**src/rtl/memi_fetch.sv**
```systemverilog
// Instruction memory with a multi-lane fetch port and a runtime write port.
// A post-reset sweep writes INIT_WORD to every word before fetch opens.
module memi_fetch #(
   parameter int unsigned          INST_LEN  = 16,
   parameter int unsigned          DEPTH_LOG = 5,
   parameter int unsigned          FETCH_W   = 2,
   parameter logic [INST_LEN-1:0]  INIT_WORD = '0
) (
   input  logic                          clk,
   input  logic                          rst,
   output logic                          o_init_done,
   input  logic                          i_req_valid,
   output logic                          o_req_ready,
   input  logic [DEPTH_LOG-1:0]          i_req_addr,
   output logic                          o_resp_valid,
   input  logic                          i_resp_ready,
   output logic [DEPTH_LOG-1:0]          o_resp_addr,
   output logic [FETCH_W*INST_LEN-1:0]   o_resp_data,
   input  logic                          i_flush,
   input  logic                          i_wr_en,
   input  logic [DEPTH_LOG-1:0]          i_wr_addr,
   input  logic [INST_LEN-1:0]           i_wr_data
);

   localparam int unsigned DEPTH = 2 ** DEPTH_LOG;

   typedef enum logic [0:0] {StInit, StRun} state_e;

   state_e                        r_state, w_state_next;
   logic [DEPTH_LOG-1:0]          r_init_cnt, w_init_cnt_next;
   logic [INST_LEN-1:0]           r_mem [DEPTH];
   logic                          r_resp_valid;
   logic [DEPTH_LOG-1:0]          r_resp_addr;
   logic [FETCH_W*INST_LEN-1:0]   r_resp_data;
   logic [FETCH_W*INST_LEN-1:0]   w_fetch_data;
   logic                          w_accept;

   always_comb begin
      w_state_next    = r_state;
      w_init_cnt_next = r_init_cnt;
      unique case (r_state)
         StInit: begin
            w_init_cnt_next = r_init_cnt + DEPTH_LOG'(1);
            if (&r_init_cnt) begin
               w_state_next = StRun;
            end
         end
         StRun: begin
            w_state_next = StRun;
         end
      endcase
   end

   always_ff @(posedge clk) begin
      if (rst) begin
         r_state    <= StInit;
         r_init_cnt <= '0;
      end else begin
         r_state    <= w_state_next;
         r_init_cnt <= w_init_cnt_next;
      end
   end

   assign o_init_done = (r_state == StRun);
   assign o_req_ready = (r_state == StRun) & ~i_flush & (~r_resp_valid | i_resp_ready);
   assign w_accept    = i_req_valid & o_req_ready;

   // Lane addresses wrap modulo DEPTH through natural DEPTH_LOG-bit overflow.
   always_comb begin
      w_fetch_data = '0;
      for (int unsigned i = 0; i < FETCH_W; i++) begin
         w_fetch_data[i*INST_LEN +: INST_LEN] = r_mem[i_req_addr + DEPTH_LOG'(i)];
      end
   end

   always_ff @(posedge clk) begin
      if (rst) begin
         r_resp_valid <= 1'b0;
         r_resp_addr  <= '0;
         r_resp_data  <= '0;
      end else if (w_accept) begin
         r_resp_valid <= 1'b1;
         r_resp_addr  <= i_req_addr;
         r_resp_data  <= w_fetch_data;
      end else if (i_flush || i_resp_ready) begin
         r_resp_valid <= 1'b0;
      end
   end

   // No reset on the array; a fetch on the same edge as a write sees the old word.
   always_ff @(posedge clk) begin
      if (!rst) begin
         if (r_state == StInit) begin
            r_mem[r_init_cnt] <= INIT_WORD;
         end else if (i_wr_en) begin
            r_mem[i_wr_addr] <= i_wr_data;
         end
      end
   end

   assign o_resp_valid = r_resp_valid;
   assign o_resp_addr  = r_resp_addr;
   assign o_resp_data  = r_resp_data;

endmodule

```
**config.mk**
```make
export PLATFORM = sky130hd
export DESIGN_NAME = memi_fetch
export DESIGN_NICKNAME = d
export VERILOG_FILES = /design/src/rtl/memi_fetch.sv
export SDC_FILE = /design/constraint.sdc
export NUM_CORES = 1
export LEC_CHECK = 0
export CAP_MARGIN = 20
export CORE_UTILIZATION = 30
export DETAILED_ROUTE_END_ITERATION = 10
export GPL_TIMING_DRIVEN = 0
export HOLD_SLACK_MARGIN = 0.08
export PLACE_DENSITY = 0.45
export SLEW_MARGIN = 20
export SYNTH_ARGS = -nofsm -noshare
export SYNTH_HDL_FRONTEND = slang
export SYNTH_SLANG_ARGS = --single-unit
```
**constraint.sdc**
```tcl
create_clock -name clk -period 2.6 [get_ports clk]
set_clock_uncertainty 0.1 [all_clocks]
set_input_delay 0.52 -clock clk [delete_from_list [all_inputs] [get_ports clk]]
set_output_delay 0.52 -clock clk [all_outputs]
set_load 0.01 [all_outputs]
```
## Word level (Yosys, flattened, before mapping)

Memory sizes are Yosys's and may differ from the RTL's. A register that Yosys moved wholly into a read port is not among the register bits.
Index checks and enable logic that the tools add are counted.

| operators by class | value |
|---|---|
| add/subtract/negate cells | 2 |
| bitwise logic cells | 7 |
| mux-type cells | 14 |
| reductions and logical operators | 4 |

Operators by type and width:

| kind | number |
|---|---|
| two-way mux 16 bit | 1 |
| OR reduction 16 bit | 1 |
| two-way mux 1 bit | 11 |
| adder 5 x 1 -> 5 bit (second input constant) | 2 |
| two-way mux 5 bit | 1 |
| AND reduction 5 bit | 1 |
| bitwise AND 1 bit | 3 |
| inverter 1 bit | 3 |
| case mux 1 bit (2 select lines) | 1 |
| nonzero test 2 bit | 1 |
| logical OR 1 bit | 1 |
| OR 1 bit | 1 |

| storage, ports and cells | value |
|---|---|
| memories | 1 |
| bits in writable memories | 512 |
| register bits | 12 |
| logic and storage cells | 32 |
| output and inout bits | 40 |

Memory list:

| memory | depth | bits a word | read ports | clocked after Yosys merged registers in | write ports | line | RTL |
|---|---|---|---|---|---|---|---|
| r_mem | 32 | 16 | 2 | 2 | 1 | 31 | `logic [INST_LEN-1:0] r_mem [DEPTH];` |

## Longest topological paths before layout

Gate-level depths: netlist of run 1.

| depth | value |
|---|---|
| word-level depth | 6 |
| gate-level depth with buffers | 10 |
| mapped depth without buffers | 7 |

## Least setup slack after synthesis of run 1

Ideal clock, no wire load.

| timing | value |
|---|---|
| path type | reg-to-reg |
| start | reg r_state (netlist: o_init_done) |
| end | mem r_mem[12][0], enable pin |
| period minus slack after synthesis | 2.923 ns |
| library setup time | 0.388 ns |
| arrival | 2.434 ns |
| cell stages (with the launch flop) | 7 |
| path slack | -0.323 ns |
| cell sequence | dfxtp_1 -> buf_2 -> nand2_1 -> nor2_1 -> mux2_2 -> or3_1 -> nor2_1 |

| between the ends | value |
|---|---|
| longest elaborated chain between the ends | 5 |

RTL lines:

| what | line | RTL |
|---|---|---|
| start: declaration | 29 | `state_e r_state, w_state_next;` |
| start signal: assignment | 56 | `r_state <= StInit;` |
| start signal: assignment | 59 | `r_state <= w_state_next;` |
| two-way mux 1 bit | 93 | `if (r_state == StInit) begin` |
| two-way mux 1 bit | 92 | `if (!rst) begin` |
| two-way mux 1 bit (not written as such) | 96 | `r_mem[i_wr_addr] <= i_wr_data;` |
| OR reduction 16 bit (no line) | n/a |  |
| two-way mux 5 bit (no line) or two-way mux 1 bit (tied branches) | n/a |  |
| end: declaration | 31 |  |

Parallel ways exist; a longest one is shown, timed or not.

==> summary.md, run 1 <==
| Metric | Value |
|---|---|
| Outcome | finished with violations |
| Failing checks | negative setup slack |
| Period Utilization, post-route | 1.02 |
| RSZ-0062 raised after global routing | yes |
| DP Worst Slack | -2140 ps |
| Tot Pwr | 19.6 mW |
| Port Buf Inserts | 69 |
| Final setup violation count | 4 |
| Yosys top cell by area | edfxtp_1 |
| Synth area leaders | edfxtp_1, mux4_2, dfxtp_1 |
| Final GP Congestion | 0.983 |
| Seq pwr share | 0.496 |
| Initial Util | 0.303 |
| Post-route DRC | 0 |
| H-tree Lvls | 2 |
| Slew HR | 0.357 |
| Setup CP Type | in2reg |
| Synthesis Warnings | 0 |
| Worst path required time | 2990 ps |
| Ys flop type | edfxtp_1 |
| Max-Cap Viols | 0 |
| Post-route setup TNS | -134 ps |
| Syn_nets | 1389 |
| Clock Sinks | 556 |
| DRT Pass-1 Iters | 7 |
| CP max stage cell | mux4_2 |
| CTS clk-pin slew, worst paths | 60 ps |
| Final Critical Period | 2660 ps |
| CP endpoint kind | flop |
| Register area share after synthesis | 0.642 |
| PnR worst setup slack | -56.4 ps |
| Worst Path Max Fanout | 10 |
| Final net count | 1594 |
| Grt total ovfl | 0 |
| Largest net degree at the start of global routing | 33 |
| Switching power | 4.64 mW |
| Slew @ Worst Pin | 962 ps |
| Layout cells sized above 1 | 0.395 |
| Share of total power in combinational logic | 0.087 |
| Avg WL per Cell | 33.5 um |
| Slew Viols, Final | 0 |
| First-pass GRT wire length | 124000 um |
| PD cells | 621 mW/mm^2 |
| Drt initial violations | 1570 |
| Die area | 0.0855 mm^2 |
| DIE WIDTH | 292 um |
| Lkg Pwr | 9.09 nW |
| Post-Syn Area | 0.0253 mm^2 |
| Vias in the first global route | 15200 |
| Hold WC Path Type | reg2reg |
| Io pins | 72 |
| Worst-skew pair later-pin latency | 630 ps |
| Syn_area_per_cell | 18.7 um^2 |
| Int Power | 14.9 mW |
| Cell Rows | 106 |
| Die height | 292 um |
| DP HPWL | 64800 um |
| Clk network pwr share | 0.417 |
| CP peak stage delay | 590 ps |
| Post-Syn Instances | 1354 |
| Synth cell types | 36 |
| Num CTS Buffers | 59 |
| Clock Tree Root | clkbuf_16 |
| Core Area | 0.0836 mm^2 |
| Synthesized flop and latch total | 556 |
| Detail-routed via count per cell | 5.63 |
| CTS Buffer Depth | 3 |
| DRT Wirelength | 90100 um |
| CP Cell Sequence | clkdlybuf4s15_2 > clkbuf_2 > buf_12 > buf_12 > buf_8 > mux4_2 > mux2i_1 > o22ai_1 > a221oi_1 > nor2_1 |
| Fmax | 376 MHz |
| Initial antenna violation count | 6 |
| Worst Path Arrival | 3050 ps |
| VDD IR max | 0.608 mV |
| Post-synth ARST share | 0 |
| Vias | 15200 |
| Startpoint types | input port |
| Most Frequent Cell on Critical Path | buf_12 |
| Hold Fails Final Rpt | 0 |
| Routed Antenna Nets | 0 |
| Total track usage | 0.211 |
| TritonCTS clock tree | done |
| Synth top area share | 0.608 |
| EDFF count, synth | 512 |
| Net Sw Frac | 0.237 |
| Layout Area Growth over Synthesis | 24.6% |
==> layout by cell type, fill, tap and decap left out, types with 16 or more instances in the layout <==
cell type,instances
nand2_1,109
buf_12,33
clkbuf_1,28
mux4_2,272
clkdlybuf4s50_1,67
nor2_1,40
a21oi_1,16
edfxtp_1,512
nor3_1,16
clkbuf_2,17
dfxtp_1,44
mux2i_1,36
buf_6,18
buf_4,37
clkbuf_16,62
nor2_4,33
nand3_1,39
==> repair_timing <==
item	CTS	global route
endpoints found under the setup margin	801	656
buffers inserted	49	3
hold buffers	0	0
resized for setup	226	45
pin swaps	39	6
==> power by group through the flow <==
| stage | clock [mW] | sequential (mW) | combinational, mW |
|---|---|---|---|
| 6_report | 8.16 | 9.71 | 1.70 |
| 5_1_grt | 8.61 | 9.72 | 1.76 |
| 4_1_cts | 8.33 | 9.71 | 1.66 |
| 3_5_place_dp | 0 | 9.90 | 1.48 |
| 3_3_place_gp | 0 | 9.90 | 1.47 |
| 2_1_floorplan | 0 | 9.89 | 0.875 |
==> Yosys cell counts, types with 3 or more instances <==
cell	instances
nand2_1	117
mux4_2	272
nor2b_1	5
a32oi_1	16
dfxtp_1	44
and2_1	16
nand2b_1	4
a21oi_1	16
edfxtp_1	512
a221oi_1	11
nor3_1	16
buf_1	7
ha_1	3
nor2_1	74
mux2i_1	56
nand3_1	42
clkbuf_1	49
xor2_1	3
a31oi_1	16
buf_4	5
o22ai_1	16
buf_2	36
==> flip-flops by register name, indices dropped and copies added, names as in the netlist <==
| register | count |
|---|---|
| r_mem | 512 |
| o_resp_data | 32 |
| o_resp_addr | 5 |
| r_init_cnt | 5 |
| o_init_done | 1 |
| o_resp_valid | 1 |
==> stage by stage <==
stage               std cells   util  instance area [um^2]  hold WS, ps
CTS                      2686  0.375                 31300          357
global route             2689  0.377                 31500          379
finish                   2691  0.377                 31500          355
global placement         2503  0.328                 27400          353
floorplan                1354      -                 25400          381
detailed placement       2527  0.334                 27900          348
==> final timing paths <==
check                                            startpoint                          end  slack, ps  depth (start not counted)
worst min register to register  o_resp_addr[3]$_SDFFE_PP0P_  o_resp_addr[3]$_SDFFE_PP0P_        360                          2
worst min-delay path            o_resp_addr[3]$_SDFFE_PP0P_  o_resp_addr[3]$_SDFFE_PP0P_        360                          2
worst max register to register       o_init_done$_SDFF_PP0_        r_mem[4][4]$_DFFE_PP_         20                          8
worst max-delay path                          i_req_addr[1]  o_resp_data[2]$_SDFFE_PP0P_        -60                         10
==> worst max-delay path: cells and delay by family <==
kind	cells	cell delay (ps)
buffers and inverters	5	1100
AND/OR/NAND/NOR	1	90
multiplexers	2	800
AO/OA/AOI/OAI	2	500
==> cells by family after synthesis <==
logic type | share of synthesized area
AO/OA/AOI/OAI | 0.0214
AND/OR/NAND/NOR | 0.0482
flip-flops | 0.642
multiplexers | 0.265
adder cells (fa/ha/maj) | 0.00148
XOR/XNOR | 0.00282
buffers and inverters | 0.0186
==> metal layers <==
layer,track usage,vias to the layer above,wire [um]
li1,-,6111,-
met1,0.311,8166,40500
met2,0.300,775,38300
met3,0.0470,106,7670
met4,0.0821,0,3670
met5,0,-,0
==> area by class of cell <==
| cell class | count | area (um^2) |
|---|---|---|
| antenna | 2 | 5.00 |
| buffer | 100 | 868 |
| clock buffer | 80 | 1660 |
| clock inverter | 31 | 181 |
| fill | 7651 | 52000 |
| multi-input combinational | 697 | 9390 |
| sequential | 556 | 16300 |
| tap | 1080 | 1350 |
| timing repair buffer | 145 | 1810 |
No activity file was read; power rests on OpenSTA's default activity.
==> run 2: changes to the inputs <==
Settings changed: CORE_MARGIN from default to 3.
==> summary.md, run 2 (synthesis results as in run 1) <==
| Metric | Value |
|---|---|
| Hold Fails Final Rpt | 0 (unchanged) |
| Initial Util | 0.306 (+0.00288) |
| Max reg flops | 512 (unchanged) |
| Clock Tree Root | clkbuf_16 |
| Layout cells sized above 1 | 0.404 (+0.00858) |
| H-tree Lvls | 2 (unchanged) |
| Slew @ Worst Pin | 1040 ps (+76.0 ps) |
| Post-route DRC | 0 (unchanged) |
| Final Critical Period | 2600 ps (-59.0 ps) |
| RR Startpoint | o_init_done$_SDFF_PP0_ |
| CP endpoint kind | flop |
| CTS Buffer Depth | 3 (unchanged) |
| Placed cell count | 2516 (-0.44%) |
| Io pins | 72 (unchanged) |
| Layout Area Growth over Synthesis | 25.5% |
| Cell Rows | 105 (-0.94%) |
| DP HPWL | 64800 um (about the same) |
| DRT Pass-1 Iters | 5 (-2) |
| Die area | 0.0879 mm^2 (+2.8%) |
| FF-to-FF path depth | 7 (-1) |
| Max-Cap Viols | 0 (unchanged) |
| Clock Sinks | 556 (unchanged) |
| FF-to-FF End | r_mem[18][3]$_DFFE_PP_ |
| Outcome | finished clean |
| Worst-skew pair later-pin latency | 610 ps (-20 ps) |
| Detail-routed via count per cell | 5.65 (+0.39%) |
| Num CTS Buffers | 58 (-1.7%) |
| Die height | 296 um (+1.4%) |
| Period Utilization, post-route | 0.999 (-0.0227) |
| Most frequent cells in the layout | edfxtp_1, mux4_2, nand2_1 |
| Worst Path Max Fanout | 10 (unchanged) |
| Multi-input logic area | 0.00948 mm^2 (+0.99%) |
| Fin cells | 2678 (-0.48%) |
| DRT Wirelength | 90500 um (+0.42%) |
| VDD IR max | 0.587 mV (-3.5%) |
| RSZ-0062 raised after global routing | no |
| Flop2flop setup slack | 60 ps (+40 ps) |
| Worst path required time | 2980 ps (about the same) |
| Avg WL per Cell | 33.8 um (+0.90%) |
| CTS clk-pin slew, worst paths | 60 ps (about the same) |
| Min-Delay Endpoint | o_resp_addr[2]$_SDFFE_PP0P_ |
| Register area | 0.0163 mm^2 (about the same) |
| Port Buf Inserts | 69 (unchanged) |
| Final net count | 1601 (+0.44%) |
| Fmax | 385 MHz (+2.3%) |
| Largest net degree at the start of global routing | 33 (unchanged) |
| Post-route setup TNS | 0 ps (+134 ps) |
| Vias in the first global route | 15100 (-0.89%) |
| PD cells | 619 mW/mm^2 (-0.25%) |
| Total track usage | 0.205 (-0.00529) |
| First-pass GRT wire length | 124000 um (-0.43%) |
| Setup CP Type | in2reg |
| Drt initial violations | 1698 (+8.2%) |
| Grt total ovfl | 0 (unchanged) |
| Routed Antenna Nets | 0 (unchanged) |
| Final GP Congestion | 1.06 (+7.8%) |
| Hold WC Path Type | reg2reg |
| Hold depth | 2 (unchanged) |
| Worst Path Arrival | 2970 ps (-80 ps) |
| Hold path start | o_resp_addr[2]$_SDFFE_PP0P_ |
| Final setup violation count | 0 (-4) |
| Lkg Pwr | 9.13 nW (+0.43%) |
| Core Area | 0.0828 mm^2 (-0.94%) |
| Slew Viols, Final | 0 (unchanged) |
| Vias | 15100 (-0.099%) |
| TritonCTS clock tree | done |
| DIE WIDTH | 296 um (+1.4%) |
| Top reg by flops | r_mem |
| Slew HR | 0.308 (-0.0490) |
| Initial antenna violation count | 2 (-4) |
| Startpoint types | input port |
| Commonest non-fill, non-tap cell in the layout | edfxtp_1 |
| Filler instances | 7514 (-1.8%) |
==> run 2: layout make-up <==
cell class | count | area share
tap | 1070 | 0.0422
multi-input combinational | 697 | 0.299
antenna | 1 | 0.0000788
timing repair buffer | 152 | 0.0614
clock buffer | 68 | 0.0469
buffer | 101 | 0.0281
clock inverter | 33 | 0.0108
sequential | 556 | 0.512
==> run 2: power by group <==
group | total (mW) | internal (mW) | switching (mW)
Clock | 8.23 | 4.75 | 3.49
Combinational | 1.72 | 0.685 | 1.03
Sequential | 9.72 | 9.68 | 0.0310
==> run 2: worst max-delay path by stage <==
stage / startpoint / to / slack, ps / cells past startpoint
2_1_floorplan: o_init_done$_SDFF_PP0_ / r_mem[4][0]$_DFFE_PP_ / -210 / 7
3_3_place_gp: i_wr_en / r_mem[0][5]$_DFFE_PP_ / -2260 / 7
3_5_place_dp: i_req_addr[1] / o_resp_data[21]$_SDFFE_PP0P_ / -2210 / 9
4_1_cts: o_init_done$_SDFF_PP0_ / r_mem[6][8]$_DFFE_PP_ / 0.01 / 8
5_1_grt: i_req_addr[1] / o_resp_data[8]$_SDFFE_PP0P_ / 0.8 / 8
6_report: i_req_addr[1] / o_resp_data[15]$_SDFFE_PP0P_ / 3 / 10
==> run 2: critical path, stage by stage <==
cell and delay [ps]:
clkdlybuf4s15_2 250, clkbuf_4 210, buf_12 200, buf_12 200, buf_12 180, mux4_2 540, mux2i_2 320, o22ai_1 210
a221oi_1 250, nor2_1 60
==> run 2: through the flow <==
stage / hold slack (ps) / area [um^2] / total power, mW / util / setup slack [ps]
floorplan: 381 / 25400 / 10.8 / - / -210
global placement: 351 / 27400 / 11.4 / 0.331 / -2260
detailed placement: 354 / 27900 / 11.4 / 0.337 / -2210
CTS: 363 / 31400 / 19.8 / 0.380 / 0.0135
global route: 386 / 31700 / 20.2 / 0.384 / 0.760
finish: 359 / 31800 / 19.7 / 0.384 / 2.58
==> run 2: layer usage <==
| metal | up-vias | share of wire | GRT usage |
|---|---|---|---|
| met3 | 86 | 0.083 | 0.0414 |
| met1 | 8260 | 0.45 | 0.307 |
| met2 | 684 | 0.44 | 0.303 |
| li1 | 6111 | - | - |
| met4 | 2 | 0.030 | 0.0604 |
| met5 | - | 0.00013 | 0 |
==> run 2: what timing repair did <==
action,in CTS,in global routing
hold endpoints to repair,0,0
cloned,0,2
gates resized for setup,252,50
pin swaps,36,7
hold buffers,0,0
buffers inserted,49,9
endpoints found under the setup margin,807,707
==> run 3: changes to the inputs <==
Settings changed: CTS_CLUSTER_SIZE from default to 25.
==> summary.md, run 3 (synthesis results as in run 1) <==
| Metric | Value |
|---|---|
| Hold Fails Final Rpt | 0 (unchanged) |
| H-tree Lvls | 2 (unchanged) |
| Flop2flop setup slack | 30 ps (-30 ps) |
| Worst-skew pair later-pin latency | 620 ps (about the same) |
| Slew @ Worst Pin | 1040 ps (+1.37 ps) |
| Layout cells sized above 1 | 0.404 (unchanged) |
| Top reg by flops | r_mem |
| Vias in the first global route | 15100 (+0.066%) |
| Commonest non-fill, non-tap cell in the layout | edfxtp_1 |
| Num CTS Buffers | 58 (unchanged) |
| Post-route setup TNS | 0 ps (unchanged) |
| Outcome | finished clean |
| PD cells | 620 mW/mm^2 (about the same) |
| RR Startpoint | o_init_done$_SDFF_PP0_ |
| Clock Tree Root | clkbuf_16 |
| Avg WL per Cell | 33.7 um (-0.20%) |
| Cell Rows | 105 (unchanged) |
| Worst path required time | 2810 ps (-170 ps) |
| Worst Path Max Fanout | 15 (+5) |
| Die height | 296 um (unchanged) |
| Max reg flops | 512 (unchanged) |
| FF-to-FF path depth | 7 (unchanged) |
| GRT busiest layer | met1 |
| Fmax | 389 MHz (+1.0%) |
| Met2 usage | 0.302 (-0.00136) |
| DP HPWL | 64800 um (unchanged) |
| Layout Area Growth over Synthesis | 25.5% (unchanged) |
| Grt total ovfl | 0 (unchanged) |
| Startpoint types | flop |
| Initial antenna violation count | 1 (-1) |
| TritonCTS clock tree | done |
| Port Buf Inserts | 69 (unchanged) |
| Detail-routed via count per cell | 5.64 (-0.33%) |
| Final GP Congestion | 1.06 (unchanged) |
| CTS Buffer Depth | 3 (unchanged) |
| FF-to-FF End | r_mem[8][7]$_DFFE_PP_ |
| First-pass GRT wire length | 124000 um (about the same) |
| Lkg Pwr | 9.14 nW (about the same) |
| Largest net degree at the start of global routing | 33 (unchanged) |
| Slew Viols, Final | 0 (unchanged) |
| Worst setup path endpoint | r_mem[8][7]$_DFFE_PP_ |
| CTS clk-pin slew, worst paths | 60 ps (about the same) |
| Drt initial violations | 1640 (-3.4%) |
| Crit path from | o_init_done$_SDFF_PP0_ |
| DRT Pass-1 Iters | 5 (unchanged) |
| Initial Util | 0.306 (unchanged) |
| Hold WC Path Type | reg2reg |
| Die area | 0.0879 mm^2 (unchanged) |
| Max-Cap Viols | 0 (unchanged) |
| Fin util | 0.384 (unchanged) |
| Period Utilization, post-route | 0.989 (-0.0101) |
| Vias | 15100 (-0.29%) |
| M1 GR Usage | 0.306 (-0.00140) |
| Final setup violation count | 0 (unchanged) |
| Slew HR | 0.307 (-0.000915) |
| Tot Pwr | 19.7 mW (about the same) |
| DRT Wirelength | 90300 um (-0.16%) |
| Setup CP Type | reg2reg |
| VDD IR max | 0.587 mV (about the same) |
| Core Area | 0.0828 mm^2 (unchanged) |
| Most frequent cells in the layout | edfxtp_1, mux4_2, nand2_1 |
| Io pins | 72 (unchanged) |
| Routed Antenna Nets | 0 (unchanged) |
| Final Critical Period | 2570 ps (-26.4 ps) |
| Total track usage | 0.205 (about the same) |
| Met3 GRT Util | 0.0437 (+0.00224) |
| Post-route DRC | 0 (unchanged) |
| Clock Sinks | 556 (unchanged) |
| Worst Path Arrival | 2780 ps (-190 ps) |
| DIE WIDTH | 296 um (unchanged) |
| Final net count | 1601 (unchanged) |
| CP endpoint kind | flop |
run 3: metal layers:
layer / wire (um) / up-vias
li1: - / 6110
met1: 40500 / 8243
met2: 39400 / 657
met3: 7490 / 89
met4: 2920 / 0
met5: 0 / -
run 3: critical path, stage by stage (launching register included):
cell and delay, ps:
dfxtp_2 370, buf_8 130, nand2_4 60, nor2_4 260, mux2i_4 540, nand2_1 370, nor2_4 240, buf_12 180
run 3: layout make-up:
| type | count | area, um^2 |
|---|---|---|
| multi-input cells | 697 | 9500 |
| repair buffers | 152 | 1890 |
| flip-flops and latches | 556 | 16300 |
| clock inverters | 33 | 342 |
| well taps | 1070 | 1340 |
| diodes | 2 | 5.00 |
| plain buffers | 101 | 928 |
| clock buffers | 68 | 1490 |
| fillers | 7525 | 51000 |
run 3: where the power goes:
part / switching [mW] / total [mW] / internal [mW]
clock: 3.49 / 8.23 / 4.74
combinational: 1.03 / 1.72 / 0.692
sequential: 0.0312 / 9.72 / 9.68
total: 4.55 / 19.7 / 15.1
run 3: how the worst min path moves through the flow:
stage / startpoint / end / slack [ps] / cells past startpoint
after global placement: o_resp_addr[3]$_SDFFE_PP0P_ / o_resp_addr[3]$_SDFFE_PP0P_ / 350 / 2
after detailed placement: o_resp_addr[2]$_SDFFE_PP0P_ / o_resp_addr[2]$_SDFFE_PP0P_ / 350 / 2
after floorplan: o_resp_addr[0]$_SDFFE_PP0P_ / o_resp_addr[0]$_SDFFE_PP0P_ / 380 / 2
final: o_resp_addr[2]$_SDFFE_PP0P_ / o_resp_addr[2]$_SDFFE_PP0P_ / 360 / 2
after CTS: o_resp_addr[2]$_SDFFE_PP0P_ / o_resp_addr[2]$_SDFFE_PP0P_ / 360 / 2
after global routing: o_resp_addr[2]$_SDFFE_PP0P_ / o_resp_addr[2]$_SDFFE_PP0P_ / 390 / 2
run 3: metrics by stage:
stage | area, um^2 | cells | hold WS, ps | setup slack, ps
floorplan | 25400 | 1354 | 381 | -210
global placement | 27400 | 2493 | 351 | -2260
detailed placement | 27900 | 2516 | 354 | -2210
CTS | 31500 | 2666 | 363 | 0.0135
global route | 31700 | 2677 | 386 | -20.7
finish | 31800 | 2679 | 358 | 28.9
run 3: timing repair:
| item | 4_1_cts | 5_1_grt |
|---|---|---|
| buffers inserted | 49 | 10 |
| cloned | 0 | 1 |
| setup endpoints to repair | 807 | 712 |
| hold buffers | 0 | 0 |
| pin swaps | 36 | 4 |
| resized for setup | 266 | 43 |
